--- src/rtl/clken_pkg.sv ---
// clken_pkg: shared FSM type, default rates and helpers for clken_gen.
// Runtime rate writes are enabled with CLKEN_RUNTIME_RATE_EN.
package clken_pkg;

  typedef enum logic [1:0] {
    WAIT_LOCK,
    FILTER,
    STAGGER,
    RUN
  } clken_state_e;

  localparam int CLKEN_ACC_W = 24;

  // 24/12/6 MHz from a 48 MHz refclk, channel 0 in the LSBs
  localparam logic [3*CLKEN_ACC_W-1:0] CLKEN_INC = {
    24'h200000,
    24'h400000,
    24'h800000
  };

  function automatic longint unsigned clken_calc_inc(
    input longint unsigned f_clk,
    input longint unsigned f_out,
    input int              acc_w
  );
    return ((f_out << acc_w) + (f_clk >> 1)) / f_clk;
  endfunction

  function automatic int clken_sel_w(input int n);
    return (n > 1) ? $clog2(n) : 1;
  endfunction

endpackage

--- src/rtl/clken_nco.sv ---
// clken_nco: one phase accumulator; pulse is the registered
// carry-out of each add.
module clken_nco
  import clken_pkg::*;
#(
  parameter int ACC_W = CLKEN_ACC_W
) (
  input  logic             clk,
  input  logic             rst,
  input  logic             clr,
  input  logic [ACC_W-1:0] inc,
  output logic             pulse
);

  logic [ACC_W-1:0] acc;
  logic [ACC_W:0]   sum;

  assign sum = {1'b0, acc} + {1'b0, inc};

  always_ff @(posedge clk or posedge rst) begin
    if (rst) begin
      acc   <= '0;
      pulse <= 1'b0;
    end else if (clr) begin
      acc   <= '0;
      pulse <= 1'b0;
    end else begin
      acc   <= sum[ACC_W-1:0];
      pulse <= sum[ACC_W];
    end
  end

endmodule

--- src/rtl/clken_gen.sv ---
// clken_gen: lock-qualified, staggered reset release plus NCH
// fractional clock enables. Optional CLKEN_RUNTIME_RATE_EN.
module clken_gen
  import clken_pkg::*;
#(
  parameter int                   NCH         = 3,
  parameter int                   ACC_W       = CLKEN_ACC_W,
  parameter logic [NCH*ACC_W-1:0] INC         = CLKEN_INC,
  parameter int                   LOCK_CYCLES = 1024,
  parameter int                   RST_STAGGER = 16
) (
  input  logic                          refclk,
  input  logic                          rst,
  input  logic                          locked,
`ifdef CLKEN_RUNTIME_RATE_EN
  input  logic                          inc_we,
  input  logic [clken_sel_w(NCH)-1:0]   inc_sel,
  input  logic [ACC_W-1:0]              inc_data,
`endif
  output logic [NCH-1:0]                clken,
  output logic [NCH-1:0]                chan_rst,
  output logic                          ready
);

  localparam int STG_LEN = (NCH - 1) * RST_STAGGER + 1;
  localparam int CNT_MAX =
    (LOCK_CYCLES > STG_LEN) ? LOCK_CYCLES : STG_LEN;
  localparam int CNT_W = $clog2(CNT_MAX + 1);

  logic [1:0] rst_sync;
  logic       rst_i;
  logic [1:0] lk_sync;
  logic       lk_s;

  // rst asserts immediately, releases two edges later
  always_ff @(posedge refclk or posedge rst) begin
    if (rst) begin
      rst_sync <= 2'b11;
      lk_sync  <= 2'b00;
    end else begin
      rst_sync <= {rst_sync[0], 1'b0};
      lk_sync  <= {lk_sync[0], locked};
    end
  end

  assign rst_i = rst_sync[1];
  assign lk_s  = lk_sync[1];

  clken_state_e     state;
  clken_state_e     state_d;
  logic [CNT_W-1:0] cnt;
  logic [CNT_W-1:0] cnt_d;
  logic [NCH-1:0]   chan_rst_d;
  logic             drop;

  function automatic logic [NCH-1:0] held(
    input logic [CNT_W-1:0] c
  );
    held = '1;
    for (int k = 0; k < NCH; k++) begin
      held[k] = int'(c) < k * RST_STAGGER;
    end
  endfunction

  always_ff @(posedge refclk or posedge rst_i) begin
    if (rst_i) begin
      state    <= WAIT_LOCK;
      cnt      <= '0;
      chan_rst <= '1;
    end else begin
      state    <= state_d;
      cnt      <= cnt_d;
      chan_rst <= chan_rst_d;
    end
  end

  always_comb begin
    state_d    = state;
    cnt_d      = '0;
    chan_rst_d = '1;
    drop       = 1'b0;
    unique case (state)
      WAIT_LOCK: begin
        if (lk_s) begin
          state_d = FILTER;
        end
      end
      FILTER: begin
        if (!lk_s) begin
          state_d = WAIT_LOCK;
        end else if (cnt == CNT_W'(LOCK_CYCLES - 1)) begin
          state_d    = STAGGER;
          chan_rst_d = held('0);
        end else begin
          cnt_d = cnt + CNT_W'(1);
        end
      end
      STAGGER: begin
        if (!lk_s) begin
          state_d = WAIT_LOCK;
          drop    = 1'b1;
        end else if (cnt == CNT_W'(STG_LEN - 1)) begin
          state_d    = RUN;
          chan_rst_d = '0;
        end else begin
          cnt_d      = cnt + CNT_W'(1);
          chan_rst_d = held(cnt_d);
        end
      end
      RUN: begin
        if (!lk_s) begin
          state_d = WAIT_LOCK;
          drop    = 1'b1;
        end else begin
          chan_rst_d = '0;
        end
      end
      default: begin
        state_d = WAIT_LOCK;
      end
    endcase
  end

  assign ready = (state == RUN);

  logic [ACC_W-1:0] inc_q [NCH];

`ifdef CLKEN_RUNTIME_RATE_EN
  localparam int SEL_W = clken_sel_w(NCH);

  // out-of-range selects match no channel and are dropped
  always_ff @(posedge refclk or posedge rst_i) begin
    if (rst_i) begin
      for (int k = 0; k < NCH; k++) begin
        inc_q[k] <= INC[k*ACC_W +: ACC_W];
      end
    end else if (inc_we) begin
      for (int k = 0; k < NCH; k++) begin
        if (inc_sel == SEL_W'(k)) begin
          inc_q[k] <= inc_data;
        end
      end
    end
  end
`endif

  for (genvar k = 0; k < NCH; k++) begin : g_ch
`ifndef CLKEN_RUNTIME_RATE_EN
    assign inc_q[k] = INC[k*ACC_W +: ACC_W];
`endif
    // drop kills the carry already in flight on lock loss
    clken_nco #(
      .ACC_W(ACC_W)
    ) u_nco (
      .clk  (refclk),
      .rst  (rst_i),
      .clr  (chan_rst[k] | drop),
      .inc  (inc_q[k]),
      .pulse(clken[k])
    );
  end

endmodule
--- config.mk ---
export PLATFORM = sky130hd
export DESIGN_NAME = clken_gen
export DESIGN_NICKNAME = d
export VERILOG_FILES = /design/src/rtl/clken_pkg.sv /design/src/rtl/clken_nco.sv /design/src/rtl/clken_gen.sv
export SDC_FILE = /design/constraint.sdc
export NUM_CORES = 1
export LEC_CHECK = 0
export ABC_AREA = 1
export BUFFER_PORTS_ARGS = -buffer_cell sky130_fd_sc_hd__buf_2
export CAP_MARGIN = 25
export CORE_AREA = 2 2 143 145
export CTS_CLUSTER_SIZE = 12
export DETAILED_ROUTE_END_ITERATION = 16
export DIE_AREA = 0 0 145 147
export PLACE_DENSITY = 0.71
export SETUP_SLACK_MARGIN = 0.4
export SLEW_MARGIN = 10
export SYNTH_ARGS = -nofsm -noshare
export SYNTH_HDL_FRONTEND = slang
export SYNTH_HIERARCHICAL = 1
export SYNTH_SLANG_ARGS = --single-unit
--- constraint.sdc ---
create_clock -name refclk -period 1.3 [get_ports refclk]
set_clock_uncertainty 0.05 [all_clocks]
set_input_delay 0.13 -clock refclk [delete_from_list [all_inputs] [get_ports refclk]]
set_output_delay 0.13 -clock refclk [all_outputs]
set_load 0.02 [all_outputs]
==> flow_summary.json <==
{
  "finalSetupViolations": 92,
  "post-route-period-util_pct": 123,
  "dpl_worst_slack_ns": -0.316,
  "antenna_left": 0,
  "grt_usage_pct": 20.7,
  "grt_pass1_vias": 8407,
  "ios": 10,
  "antenna_found_initial": 0,
  "hp-class": "input pin to asynchronous set/reset pin",
  "drtIter0Drc": 586,
  "synthTopCellsByArea": "dfrtp_1 (26%), nand2_1 (21%), inv_1 (12%)",
  "p_clk_share_pct": 11.8,
  "die_area_um2": 21300,
  "crit_required_ns": 1.50,
  "drive_above_1_share_pct": 20.9,
  "port_buffers": 9,
  "ir_worst_vdd_uv": 927,
  "finalHoldViolCount": 0,
  "wl_per_cell_um": 12.1,
  "cts_tree": "done",
  "synthDistinctLibCells": 39,
  "fin_crit_ns": 1.60,
  "routed-via-count": 8912,
  "synth_top_area_share_pct": 25.7,
  "core-area_um2": 19800,
  "synth_edf_count": 0,
  "maxCapViolations": 0,
  "htreeDepth": 3,
  "status": "complete, but fails checks",
  "ys_seq_area_share_pct": 27.2,
  "internal-power_w": 0.0116,
  "synth.avg_cell_area_um2": 6.19,
  "utilization_pct": 56.5,
  "gp_congestion": 0.889,
  "power.total_w": 0.0234,
  "drt_pass1_iterations": 6,
  "area_growth_pct": 27.7,
  "holdWs_ns": 0.139,
  "floorplan.initialDensity_pct": 44.2,
  "arrival_ns": 1.81,
  "yosysWarningCount": 6,
  "ys.flop_type": "dfrtp_1",
  "num-nets-final": 1667,
  "routed_via_density": 4.80,
  "swShare_pct": 50.6,
  "grt_overflow": 0,
  "clockBufferDepth": 2,
  "synthesis.area_um2": 8770,
  "synthCells": 1417,
  "grt_pass1_wl_um": 36900,
  "rows": 52,
  "remaining_drc_errors": 0,
  "die_y_um": 147,
  "cellPowerDensity_nw_per_um2": 2090,
  "power.leakage_nw": 6.48,
  "antenna_cells": 0,
  "worstPathMaxFanout": 4,
  "violations": "negative setup slack",
  "p_sw_w": 0.0118,
  "seqPwrFrac_pct": 19.5,
  "fin_ws_ns": -0.304,
  "grt_max_degree": 26,
  "fmax_mhz": 623,
  "synthArstFlopShare_pct": 100,
  "clk_latency_ns": 0.36,
  "synth.most_common_cell": "nand2_1",
  "cp-end-kind": "flip-flop",
  "cts_made_buffers": 9,
  "synth_seq_cells": 95,
  "cts_root_buf": "clkbuf_16",
  "clock_sinks": 95,
  "rsz0062_at_grt": "yes",
  "synth_common_cells": "nand2_1 (497), inv_1 (284), nor2_1 (145), dfrtp_1 (90), ha_1 (78)",
  "start_kind": "flip-flop",
  "drv_slew": 0,
  "fp.dieW_um": 145,
  "clkTransAtPathRegs_ns": 0.07,
  "path_class": "flip-flop to flip-flop",
  "comb_power_share_pct": 68.7,
  "synth_top_area_cell": "dfrtp_1",
  "drt_wl_total_um": 22500,
  "place_hpwl_um": 16600
}
-- state kept, by name, summed over array words and instances (netlist names) --
register,cells
rst_sync,2
chan_rst,3
state,2
g_ch.u_nco/acc,72
g_ch.u_nco/pulse,3
cnt,11
lk_sync,2
-- per-layer routing --
metal  share of wire, %  vias to the layer above  wire length [µm]  global-route usage, %
met5                  0                        -                 0                      0
met4                2.6                        0               590                   7.08
met3                4.1                       50               935                   2.36
met2                 50                      204             11200                   36.4
met1                 43                     4055              9790                   26.4
li1                   -                     4603                 -                      -
-- power by group through the flow --
stage | clock network (W) | registers (W) | logic (W)
floorplan | 0 | 0.00454 | 0.00990
global placement | 0 | 0.00452 | 0.0119
detailed placement | 0 | 0.00460 | 0.0121
CTS | 0.00285 | 0.00456 | 0.0126
global route | 0.00295 | 0.00468 | 0.0179
finish | 0.00276 | 0.00456 | 0.0161
-- stage by stage --
step | TNS, ns | cells | instance area, µm²
final | -21.13 | 1858 | 11200
after global routing | -27.38 | 1858 | 11200
after CTS | -14.89 | 1844 | 10500
after detailed placement | -19.98 | 1819 | 9930
after global placement | -16.75 | 1819 | 9930
after floorplan | -11.04 | 1491 | 9180
-- path summary, 6_finish.rpt --
path | start | end | slack (ns) | cells after the start
min in group refclk | lk_sync[0] | lk_sync[1] | 0.31 | 0
max in group asynchronous | rst_sync[1] | chan_rst[0] | 0.56 | 2
min | rst | lk_sync[0] | 0.14 | 3
max | cnt[1] | state[0] | -0.30 | 9
min reg2reg | lk_sync[0] | lk_sync[1] | 0.31 | 0
max reg2reg | cnt[1] | state[0] | -0.30 | 9
-- worst max-delay path: stages, from the launching register on --
cell and delay, ns:
dfrtp_1 0.44, inv_1 0.08, ha_2 0.17, nand3_2 0.09
nor2_2 0.16, or2_4 0.17, buf_6 0.10, nand3_4 0.10
nor2_4 0.10, a21oi_2 0.03
-- timing repair --
action,4_1_cts,5_1_grt
hold buffers,2,0
setup buffers,7,5
pin swaps,13,64
cloned,0,9
gates resized for setup,52,161
hold endpoints to repair,5,0
setup endpoints to repair,98,173
-- logic make-up after synthesis --
kind of cell	after synthesis	share of synthesized area [%]
buffers and inverters	295	13.0
xor gates and xnor gates	2	0.200
and+or+nand+nor	821	40.5
adders and majority gates	81	11.8
other	2	0.0856
DFF	95	27.2
AOI/OAI and AO/OA	121	7.27
-- cell type report --
class                           instances  area [µm²]
Clock buffer                           10         239
Sequential cell                        95        2390
Tap cell                              270         338
Timing Repair inverter                  4        31.3
Timing Repair Buffer                   84         836
Multi-Input combinational cell       1101        6210
Fill cell                            1890        8640
Inverter                              288        1110
Clock inverter                          6        56.3
-- cells in the final DEF (no fill, tap or decap), types with 4 or more instances in the layout --
cell,count
nand2_1,457
inv_1,273
nor2_1,111
dfrtp_1,88
conb_1,76
ha_1,72
nand3_1,61
a21oi_1,60
nand2_2,54
buf_4,50
nor2_2,34
o21ai_2,24
nor2_4,23
nand2_4,21
a21oi_2,20
buf_6,20
nand4_1,15
clkbuf_16,13
nor3_1,12
inv_2,9
nand3_2,9
clkinvlp_4,7
nand3b_1,6
o21ai_4,5
dfstp_2,5
o21ai_0,4
ha_4,4
inv_6,4
Note: power is estimated with default switching activity, not from simulation.
